**src/rtl/muldiv_seq_pkg.sv**
```systemverilog
// Shared definitions for the muldiv_seq slow-path unit: default operand
// width and the sequencer state encoding.
package muldiv_seq_pkg;

  localparam int unsigned L = 16;

  typedef enum logic [1:0] {
    IDLE = 2'd0,
    RUN  = 2'd1,
    DONE = 2'd2
  } state_t;

endpackage

```
**src/rtl/muldiv_step.sv**
```systemverilog
// One iteration of shift-add multiply or restoring shift-subtract divide.
// Purely combinational: the parent registers hi/lo every RUN cycle.
module muldiv_step #(
  parameter int unsigned l = 16
) (
  input  logic         op,
  input  logic [l-1:0] hi,
  input  logic [l-1:0] lo,
  input  logic [l-1:0] m,
  output logic [l-1:0] hi_nxt,
  output logic [l-1:0] lo_nxt
);

  logic [l:0]   s;
  logic [l+1:0] t;

  // Multiply adds m when the outgoing low bit is set, then shifts {carry,hi,lo}
  // right. Divide trial-subtracts m from the partial remainder shifted left.
  always_comb begin
    s      = {1'b0, hi} + (lo[0] ? {1'b0, m} : '0);
    t      = {1'b0, hi, lo[l-1]} - {2'b00, m};
    hi_nxt = hi;
    lo_nxt = lo;
    if (!op) begin
      hi_nxt = s[l:1];
      lo_nxt = {s[0], lo[l-1:1]};
    end else if (t[l+1:l] == 2'b00) begin
      // Top bit is the borrow; bit l stays clear because hi < m always holds.
      hi_nxt = t[l-1:0];
      lo_nxt = {lo[l-2:0], 1'b1};
    end else begin
      hi_nxt = {hi[l-2:0], lo[l-1]};
      lo_nxt = {lo[l-2:0], 1'b0};
    end
  end

endmodule

```
**src/rtl/muldiv_seq.sv**
```systemverilog
// Multi-cycle unsigned multiply/divide sequencer with start/done handshake.
//
//   state | meaning
//   IDLE  | ready=1, waiting for start; result registers hold last result
//   RUN   | one multiply/divide step per clock, cnt = step index
//   DONE  | done=1 for this single cycle, result valid on hi/lo/dz
module muldiv_seq
  import muldiv_seq_pkg::*;
#(
  parameter int unsigned l = L
) (
  input  logic         clk,
  input  logic         reset,
  input  logic         start,
  input  logic         op,
  input  logic [l-1:0] a,
  input  logic [l-1:0] b,
  output logic         ready,
  output logic         done,
  output logic [l-1:0] hi,
  output logic [l-1:0] lo,
  output logic         dz
);

  localparam int unsigned CW = (l > 1) ? $clog2(l) : 1;
  localparam logic [CW-1:0] CNT_LAST = CW'(l - 1);

  state_t        state, state_nxt;
  logic          op_r;
  logic [l-1:0]  m_r;
  logic [l-1:0]  hi_r, lo_r;
  logic [l-1:0]  hi_step, lo_step;
  logic [CW-1:0] cnt;
  logic          dz_r;
  logic          accept;
  logic          div0;

  assign accept = (state == IDLE) && start;
  assign div0   = op && (b == '0);

  assign ready = (state == IDLE);
  assign done  = (state == DONE);
  assign hi    = hi_r;
  assign lo    = lo_r;
  assign dz    = dz_r;

  muldiv_step #(.l(l)) u_step (
    .op     (op_r),
    .hi     (hi_r),
    .lo     (lo_r),
    .m      (m_r),
    .hi_nxt (hi_step),
    .lo_nxt (lo_step)
  );

  // State register.
  always_ff @(posedge clk) begin
    if (reset) state <= IDLE;
    else       state <= state_nxt;
  end

  // Next-state decode; divide by zero skips RUN entirely.
  always_comb begin
    state_nxt = state;
    case (state)
      IDLE:    if (start) state_nxt = div0 ? DONE : RUN;
      RUN:     if (cnt == CNT_LAST) state_nxt = DONE;
      DONE:    state_nxt = IDLE;
      default: state_nxt = IDLE;
    endcase
  end

  // Operand capture on accept, iteration during RUN, hold otherwise.
  always_ff @(posedge clk) begin
    if (reset) begin
      op_r <= 1'b0;
      m_r  <= '0;
      hi_r <= '0;
      lo_r <= '0;
      cnt  <= '0;
      dz_r <= 1'b0;
    end else if (accept) begin
      op_r <= op;
      m_r  <= b;
      cnt  <= '0;
      if (div0) begin
        hi_r <= a;
        lo_r <= '1;
        dz_r <= 1'b1;
      end else begin
        hi_r <= '0;
        lo_r <= a;
        dz_r <= 1'b0;
      end
    end else if (state == RUN) begin
      hi_r <= hi_step;
      lo_r <= lo_step;
      cnt  <= (cnt == CNT_LAST) ? '0 : cnt + CW'(1);
    end
  end

endmodule
```
**config.mk**
```make
export PLATFORM = sky130hd
export DESIGN_NAME = muldiv_seq
export DESIGN_NICKNAME = d
export VERILOG_FILES = /design/src/rtl/muldiv_seq_pkg.sv /design/src/rtl/muldiv_step.sv /design/src/rtl/muldiv_seq.sv
export SDC_FILE = /design/constraint.sdc
export NUM_CORES = 1
export LEC_CHECK = 0
export ABC_AREA = 1
export CELL_PAD_IN_SITES_DETAIL_PLACEMENT = 2
export CELL_PAD_IN_SITES_GLOBAL_PLACEMENT = 2
export CORE_MARGIN = 5
export CORE_UTILIZATION = 29
export DETAILED_ROUTE_END_ITERATION = 12
export PLACE_DENSITY_LB_ADDON = 0.3
export SYNTH_ARGS = -nofsm -noshare
export SYNTH_HDL_FRONTEND = slang
export SYNTH_SLANG_ARGS = --single-unit
```
**constraint.sdc**
```tcl
create_clock -name clk -period 2.65 [get_ports clk]
set_input_delay 0.795 -clock clk [delete_from_list [all_inputs] [get_ports clk]]
set_output_delay 0.795 -clock clk [all_outputs]
set_load 0.01 [all_outputs]
```
==> results of run 1 <==
-- placed cells by master, fill, tap and decap left out, types with 3 or more instances in the layout --
master,n
sky130_fd_sc_hd__nand2_1,173
sky130_fd_sc_hd__inv_1,94
sky130_fd_sc_hd__a21oi_1,91
sky130_fd_sc_hd__o21ai_0,70
sky130_fd_sc_hd__clkdlybuf4s50_1,70
sky130_fd_sc_hd__nand3_1,67
sky130_fd_sc_hd__dfxtp_1,54
sky130_fd_sc_hd__nor2_1,46
sky130_fd_sc_hd__buf_4,33
sky130_fd_sc_hd__ha_1,32
sky130_fd_sc_hd__nand4_1,13
sky130_fd_sc_hd__nand3b_1,12
sky130_fd_sc_hd__o221ai_1,11
sky130_fd_sc_hd__xor2_1,8
sky130_fd_sc_hd__nor3_1,7
sky130_fd_sc_hd__buf_12,6
sky130_fd_sc_hd__clkbuf_16,5
sky130_fd_sc_hd__nand2_2,4
sky130_fd_sc_hd__o21bai_1,4
sky130_fd_sc_hd__o21ai_2,4
sky130_fd_sc_hd__a21o_1,4
sky130_fd_sc_hd__nor2_2,3
sky130_fd_sc_hd__a21oi_2,3
sky130_fd_sc_hd__a211oi_1,3
sky130_fd_sc_hd__o22ai_1,3
-- per-stage QoR --
stage	worst slack (ns)	setup TNS, ns
final	0.140	0
after global routing	0.00678	0
after CTS	0.0398	0
after detailed placement	-0.0171	-0.0335
after global placement	0.0128	0
after floorplan	0.358	0
-- registers in the layout, indices dropped and copies added (netlist names) --
signal	flops
op_r	1
m_r	16
cnt	4
dz	1
state	2
lo	16
hi	16
-- layout make-up --
class                   count  area, µm²
clock buffers               5        125
repair buffers            109       1070
flip-flops and latches     56       1130
inverters                  96        360
well taps                 216        270
clock inverters             3       22.5
multi-input cells         579       3160
fillers                  2010       9870
-- worst max-delay path, stage by stage, from the launching register on --
cell	delay, ns
sky130_fd_sc_hd__dfxtp_1	0.32
sky130_fd_sc_hd__inv_1	0.10
sky130_fd_sc_hd__ha_2	0.22
sky130_fd_sc_hd__inv_1	0.11
sky130_fd_sc_hd__fa_2	0.36
sky130_fd_sc_hd__nand2_1	0.07
sky130_fd_sc_hd__nand2_1	0.07
sky130_fd_sc_hd__nand3_1	0.10
sky130_fd_sc_hd__nand2_2	0.08
sky130_fd_sc_hd__nand2_1	0.11
sky130_fd_sc_hd__nand2_1	0.07
sky130_fd_sc_hd__nand2_2	0.08
sky130_fd_sc_hd__nand2_4	0.08
sky130_fd_sc_hd__nand2_8	0.11
sky130_fd_sc_hd__buf_4	0.12
sky130_fd_sc_hd__nand2_1	0.04
sky130_fd_sc_hd__nand2_1	0.07
sky130_fd_sc_hd__nand3_1	0.13
sky130_fd_sc_hd__a21oi_1	0.19
-- synthesized netlist by cell type, types with 2 or more instances --
cell,instances,area [µm²]
sky130_fd_sc_hd__a211oi_1,3,22.5
sky130_fd_sc_hd__a21o_1,4,30.0
sky130_fd_sc_hd__a21oi_1,92,460
sky130_fd_sc_hd__a21oi_2,2,17.5
sky130_fd_sc_hd__a31oi_1,2,12.5
sky130_fd_sc_hd__buf_2,9,45.0
sky130_fd_sc_hd__buf_6,2,22.5
sky130_fd_sc_hd__clkbuf_1,19,71.3
sky130_fd_sc_hd__dfxtp_1,56,1120
sky130_fd_sc_hd__fa_1,2,40.0
sky130_fd_sc_hd__ha_1,33,413
sky130_fd_sc_hd__inv_1,94,353
sky130_fd_sc_hd__inv_2,2,7.51
sky130_fd_sc_hd__nand2_1,173,649
sky130_fd_sc_hd__nand2_2,4,25.0
sky130_fd_sc_hd__nand2_4,3,33.8
sky130_fd_sc_hd__nand3_1,68,340
sky130_fd_sc_hd__nand3b_1,12,90.1
sky130_fd_sc_hd__nand4_1,13,81.3
sky130_fd_sc_hd__nor2_1,46,173
sky130_fd_sc_hd__nor2_2,3,18.8
sky130_fd_sc_hd__nor3_1,7,35.0
sky130_fd_sc_hd__o21ai_0,70,350
sky130_fd_sc_hd__o21ai_2,4,35.0
sky130_fd_sc_hd__o21bai_1,4,30.0
sky130_fd_sc_hd__o221ai_1,11,96.3
sky130_fd_sc_hd__o22ai_1,3,18.8
sky130_fd_sc_hd__xor2_1,8,70.1
-- logic make-up (layout without fill, tap and decap cells) --
kind of cell | after synthesis | count (layout)
adders and majority gates | 35 | 35
xor gates and xnor gates | 9 | 9
buffers and inverters | 128 | 213
DFF | 56 | 56
AOI/OAI and AO/OA | 200 | 200
and+or+nand+nor | 335 | 335
-- per-layer routing --
layer  vias up  part of all wire [%]
met4         0                   2.9
li1       2739                     -
met1      2875                    47
met3        37                   3.0
met2       103                    47
met5         -                     0
-- final timing paths --
path	start	to	slack, ns	cells after the start
setup / recovery	lo[15]$_SDFFE_PP0P_	hi[11]$_SDFFE_PP0P_	0.14	18
hold / removal	cnt[1]$_SDFFE_PP0P_	cnt[1]$_SDFFE_PP0P_	0.50	2
setup reg to reg	lo[15]$_SDFFE_PP0P_	hi[11]$_SDFFE_PP0P_	0.14	18
hold reg to reg	cnt[1]$_SDFFE_PP0P_	cnt[1]$_SDFFE_PP0P_	0.50	2
-- power groups by stage --
| stage | Sequential, mW | Clock [mW] | Combinational, mW |
|---|---|---|---|
| 6_report | 1.07 | 0.725 | 2.05 |
| 5_1_grt | 1.08 | 0.756 | 2.26 |
| 4_1_cts | 1.06 | 0.736 | 2.03 |
| 3_5_place_dp | 1.08 | 0 | 2.01 |
| 3_3_place_gp | 1.07 | 0 | 1.91 |
| 2_1_floorplan | 1.07 | 0 | 1.16 |
==> results.md, run 1 <==
* Run status: finished clean
* First drt pass iteration count at 5
* Area of the placeable core at 16000 µm²
* Sum of overflow across all layers after global routing at 0
* Layout cell share with drive strength beyond 1 at 8.61%
* Clock share of power at 18.9%
* Total nets after synthesis at 834
* Peak supply drop at 0.000270 V
* Max Cap Violations at 0
* Max-Slew Margin vs Limit at 43.4%
* Synthesized-area fraction occupied by xor and xnor cells at 1.65%
* Multiplexer area fraction after synthesis at 0%
* Distinct cells, synth at 42
* Hold Slack at 0.500 ns
* Power Density at 627 nW/µm²
* Synthesized instance count at 763
* Final HPWL DP at 18.5 mm
* Final hold vios at 0
* Antenna violations before repair at 0
* Number of clock sinks seen by CTS at 56
* Sequential group share of total power at 27.8%
* Placed cell areas at 5950 µm²
* Clock tree root driver cell: sky130_fd_sc_hd__clkbuf_16
* Launching element type of the critical path: register
* Buffers added on ports at 70
* Synthesis Warnings at 0
* Min cycle time layout at 2.51 ns
* Width of the chip at 138 µm
* Buffers inserted during post-CTS setup optimization at 0
* Top-level port count at 71
* Clock transition at the registers of the reported paths at 0.08 ns
* Post-layout instance area at 6130 µm²
* Seq cells post-synth at 56
* Synthesized-area fraction occupied by and/or/nand/nor cells at 31.2%
* CTS Buffer Depth at 2
* Nets at 918
* Effective utilization at floorplan at 29.8%
* Post-synthesis to final-layout area growth at 28.5%
* Met1 global-route usage at 31.3%
* FP Rows at 46
* Number of vias per cell at 5.41
* Hold-fix buffer count after cts at 0
* Fraction of power spent switching nets at 45.7%
* Number of placed cells counting well taps at 1056
* RSZ-0062 raised after global routing: false
* Final core utilization at 38.3%
* # diodes at 0
* Clock tree from TritonCTS: built
* Finished Layout Cells at 1064
* Global Route met3 Usage at 2.55%
* Main combinational cell family by area after synthesis: simple AND/OR/NAND/NOR gates
* Critical Path RT at 2.90 ns
* Portion of total power attributed to combinational logic at 53.4%
* Portion of the post-synthesis area used by sequential elements at 23.5%
* Count of final setup violators at 0
* Mapped cell area at 4770 µm²
* Clock latency of the later-clocked register in the worst-skew pair at 0.32 ns
* Count of vias placed by the detailed router at 5754
* Met2 GRT Util at 38.9%
* Critical setup path kind: reg -> reg
* Synthesized-area fraction occupied by adder cells at 9.50%
* Top flip-flop cell by instance count after synthesis: sky130_fd_sc_hd__dfxtp_1
* Async SR Flop Fraction at 0%
* Worst hold path class: reg -> reg
* Worst slew pin tran at 0.848 ns
* Per-instance average area after synthesis at 6.25 µm²
* Number of enable-type register cells in the synthesized netlist at 0
* Achievable frequency at 398 MHz
* Average wire per standard cell at 21.2 µm
* Internal power component at 2.09 mW
* Final clock period utilization by the worst path at 94.7%
* Count of antenna-violating nets left after detailed routing at 0
* Number of gates resized after CTS at 0
* Total power after layout at 3.84 mW
* Arrival @ worst endpoint at 2.76 ns
* Iteration-0 DRC count of the detailed router at 332
* Total CTS buffers at 5
* Max Fanout on Critical Path at 8
* First-pass GRT wire length at 35.8 mm
* Switching power at 1.76 mW
* Vertical die dimension at 138 µm
* Compound-Gate Fraction of Synth Area at 23.4%
* Die footprint at 19100 µm²
* Global-route layer with the greatest usage: met2
* Drc violations at 0
* Kind of end point of the critical path: register
* Routed wire length at 22.6 mm
* GRT Total Usage at 23.3%
* Placer's final routability congestion estimate at 0.911
* Vias in the first global route at 6243
* CTS H-tree depth at 2
* Pin count of the biggest net entering global routing at 39
* Setup clock skew after layout at 0.0113 ns
* Leak Pwr at 2.84 nW
* Final Max Slew Viols at 0
Note: power is estimated with default switching activity, not from simulation.
==> inputs of run 2 (changes only) <==
- ABC_AREA: 1 -> not set
- CORE_MARGIN: 5 -> 2
- CORE_UTILIZATION: 29 -> 32
==> run 2 against run 1 <==
The flow now finishes with violations (negative setup slack). Count of clock-buffer cells in the layout grew 1. Sequential share of layout area shrank 2.6 points. Combinational power increased by 11%. Via count is 10% higher. Synthesized cell count fell by 22%. Global-route usage rose by 16 points. Register-to-register slack got worse by 0.41 ns. Critical path type unchanged. Critical endpoint is now hi[6]$_SDFFE_PP0P_. Largest power group unchanged.
==> results.md, run 2 <==
* Cell class contributing the biggest share of worst-path delay: compound AO/OA/AOI/OAI gates
* Area share of the largest cell type after synthesis at 24.3% (+0.76 points)
* Die footprint at 15400 µm² (-19%)
* Library cell with the largest summed area after synthesis: sky130_fd_sc_hd__dfxtp_1
* Synthesized-area fraction occupied by adder cells at 9.81% (+0.31 points)
* Antenna violations before repair at 1 (+1)
* Distinct cells, synth at 68 (+62%)
* Multiplexer area fraction after synthesis at 6.56% (+6.6 points)
* Final HPWL DP at 17.0 mm (-8.1%)
* Clock tree from TritonCTS: built
* Final core utilization at 52.3% (+14 points)
* Clock latency of the later-clocked register in the worst-skew pair at 0.32 ns (about the same)
* FP Rows at 43 (-6.5%)
* Seq cells post-synth at 56 (unchanged)
* Synthesized-area fraction occupied by and/or/nand/nor cells at 20.5% (-11 points)
* Iteration-0 DRC count of the detailed router at 679 (+100%)
* Critical setup path kind: reg -> reg
* Vertical die dimension at 124 µm (-10%)
* Vias in the first global route at 6708 (+7.4%)
* Drc violations at 0 (unchanged)
* Number of vias per cell at 6.66 (+23%)
* Max Fanout on Critical Path at 5 (-3)
* Placed cell areas at 6180 µm² (+3.9%)
* Leak Pwr at 2.93 nW (+2.9%)
* Per-instance average area after synthesis at 7.77 µm² (+24%)
* Sum of overflow across all layers after global routing at 0 (unchanged)
* Worst slew pin tran at 0.674 ns (-0.173 ns)
* Top flip-flop cell by instance count after synthesis: sky130_fd_sc_hd__dfxtp_1
* Achievable frequency at 343 MHz (-14%)
* Total CTS buffers at 5 (unchanged)
* Worst setup path start: m_r[9]$_SDFFE_PP0P_
* Post-synthesis to final-layout area growth at 58.5%
* Library cell with the highest instance count after synthesis: sky130_fd_sc_hd__nand2_1
* Max Cap Violations at 0 (unchanged)
* Finished Layout Cells at 950 (-11%)
* Hold Slack at 0.521 ns (+0.0206 ns)
* Synthesized instance count at 594 (-22%)
* Leading cell types by count after synthesis: 81 x sky130_fd_sc_hd__nand2_1, 77 x sky130_fd_sc_hd__a21oi_1, 56 x sky130_fd_sc_hd__dfxtp_1
* Hold-fix buffer count after cts at 0 (unchanged)
* Critical Path RT at 2.84 ns (-0.06 ns)
* Final clock period utilization by the worst path at 110% (+15 points)
* Post-layout instance area at 7320 µm² (+19%)
* Count of final setup violators at 17 (+17)
* Routed wire length at 33.6 mm (+49%)
* Launching element type of the critical path: register
* Power Density at 557 nW/µm² (-11%)
* Cell count of the worst reg-to-reg path at 11 (-7)
* Crit path buf inv count at 3 (unchanged)
* Beginning of the worst hold path: m_r[15]$_SDFFE_PP0P_
* Layout cell share with drive strength beyond 1 at 36.9% (+28 points)
* Number of clock sinks seen by CTS at 56 (unchanged)
* Async SR Flop Fraction at 0% (unchanged)
* Setup clock skew after layout at 0.0114 ns (+0.000145 ns)
* Slowest cell on the critical path: sky130_fd_sc_hd__a2111oi_4
* Peak supply drop at 0.000396 V (+47%)
* Area of the placeable core at 14000 µm² (-13%)
* CTS Buffer Depth at 2 (unchanged)
* First drt pass iteration count at 5 (unchanged)
* CTS H-tree depth at 2 (unchanged)
* RSZ-0062 raised after global routing: true
* Mapped cell area at 4620 µm² (-3.1%)
* Nets at 839 (-8.6%)
* Main combinational cell family by area after synthesis: compound AO/OA/AOI/OAI gates
* Critical path depth at 11 (-7)
* First-pass GRT wire length at 43.8 mm (+22%)
* Commonest cells after routing, fill and taps aside: 112 x sky130_fd_sc_hd__buf_4, 75 x sky130_fd_sc_hd__nand2_1, 64 x sky130_fd_sc_hd__a21oi_1
* Clock tree root driver cell: sky130_fd_sc_hd__clkbuf_16
* Beginning of the worst register-to-register path: m_r[9]$_SDFFE_PP0P_
* Run status: finished with violations
* Top-level port count at 71 (unchanged)
* Effective utilization at floorplan at 33.0% (+3.2 points)
* Placer's final routability congestion estimate at 0.890 (-2.3%)
* Max stage delay on crit path at 0.39 ns (+0.03 ns)
* Width of the chip at 124 µm (-10%)
* Count of antenna-violating nets left after detailed routing at 0 (unchanged)
* Total power after layout at 4.08 mW (+6.0%)
* Worst hold path class: reg -> reg
* Total nets after synthesis at 665 (-20%)
* Synthesis Warnings at 0 (unchanged)
* Critical path cell sequence: inv_1 -> ha_4 -> and3_4 -> a2111oi_4 -> buf_4 -> o31a_4 -> nor3_2 -> nor3_4 -> buf_6 -> mux2i_2 -> a31oi_2
* Number of enable-type register cells in the synthesized netlist at 0 (unchanged)
* Clock transition at the registers of the reported paths at 0.09 ns (about the same)
* Pin count of the biggest net entering global routing at 29 (-26%)
* Violations in the final reports: negative setup slack
* Synthesized-area fraction occupied by xor and xnor cells at 3.98% (+2.3 points)
* Final hold vios at 0 (unchanged)
* Count of vias placed by the detailed router at 6327 (+10%)
* Portion of the post-synthesis area used by sequential elements at 24.3% (+0.76 points)
* Most common cell after layout, fill and taps aside: sky130_fd_sc_hd__buf_4
* Average wire per standard cell at 35.4 µm (+67%)
* Min cycle time layout at 2.92 ns (+0.409 ns)
* Final Max Slew Viols at 0 (unchanged)
* Setup slack of the critical path after layout at -0.269 ns (-0.409 ns)
* WHS Path Cells at 2 (unchanged)
* Max-Slew Margin vs Limit at 54.9% (+11 points)
* Kind of end point of the critical path: register
* Compound-Gate Fraction of Synth Area at 29.7% (+6.4 points)
* GRT Total Usage at 39.0% (+16 points)
* Buffers added on ports at 70 (unchanged)
* Number of placed cells counting well taps at 909 (-14%)
* Leading cell types by total area after synthesis: sky130_fd_sc_hd__dfxtp_1 24%, sky130_fd_sc_hd__ha_1 8.9%, sky130_fd_sc_hd__a21oi_1 8.3%, sky130_fd_sc_hd__nand2_1 6.6%, sky130_fd_sc_hd__mux2_2 3.4%
* Arrival @ worst endpoint at 3.11 ns (+0.35 ns)
## run 2: changes by cell type after synthesis, moves of 13 or more
| cell | previous run | this run |
|---|---|---|
| sky130_fd_sc_hd__mux2_2 | 0 | 14 |
| sky130_fd_sc_hd__and2_1 | 1 | 20 |
| sky130_fd_sc_hd__xnor2_1 | 1 | 16 |
| sky130_fd_sc_hd__o21ai_0 | 70 | 27 |
| sky130_fd_sc_hd__nand3_1 | 68 | 4 |
| sky130_fd_sc_hd__mux2i_1 | 0 | 13 |
| sky130_fd_sc_hd__nand2_1 | 173 | 81 |
| sky130_fd_sc_hd__a21oi_1 | 92 | 77 |
| sky130_fd_sc_hd__inv_1 | 94 | 26 |
## run 2: layer usage
layer / share of wire (%) / global-route usage, % / vias to the layer above
li1: - / - / 2525
met1: 38 / 47.0 / 3203
met2: 47 / 66.1 / 420
met3: 7.5 / 7.46 / 179
met4: 7.6 / 19.6 / 0
met5: 0 / 0 / -
## run 2: worst min-delay path: stages, from the launching register on
cell	delay, ns
sky130_fd_sc_hd__dfxtp_1	0.35
sky130_fd_sc_hd__nand2_1	0.07
sky130_fd_sc_hd__a21oi_1	0.06
## run 2: cell families after synthesis
| logic type | count (synthesis) |
|---|---|
| mux | 28 |
| fa+ha+maj | 35 |
| compound gates | 203 |
| simple gates | 195 |
| buf+inv | 56 |
| xor+xnor | 21 |
| flops | 56 |
## run 2: worst paths after layout
| check | slack [ns] | end |
|---|---|---|
| worst max-delay path | -0.27 | hi[6]$_SDFFE_PP0P_ |
| worst min-delay path | 0.52 | m_r[15]$_SDFFE_PP0P_ |
| worst max register to register | -0.27 | hi[6]$_SDFFE_PP0P_ |
| worst min register to register | 0.52 | m_r[15]$_SDFFE_PP0P_ |
## run 2: area by class of cell
cell class | instances | area [µm²]
inverters | 26 | 97.6
diodes | 1 | 2.50
clock inverters | 2 | 18.8
fillers | 1474 | 6670
repair buffers | 197 | 1740
multi-input cells | 482 | 3950
flip-flops and latches | 56 | 1150
well taps | 180 | 225
clock buffers | 6 | 139
## run 2: through the flow
step | TNS, ns | worst slack (ns)
floorplan | 0 | 0.00767
global placement | -7.25 | -0.363
detailed placement | -11.90 | -0.575
CTS | -0.0731 | -0.0434
global route | -3.59 | -0.270
finish | -3.45 | -0.269
## run 2: report_power, final
group	internal, mW	switching (mW)
sequential	0.911	0.109
combinational	1.01	1.27
clock	0.386	0.395
total	2.30	1.77
## run 2: what timing repair did
action	4_1_cts	5_1_grt
pin swaps	36	43
resized for setup	100	82
setup endpoints to repair	33	32
cloned	0	0
buffers inserted	27	8
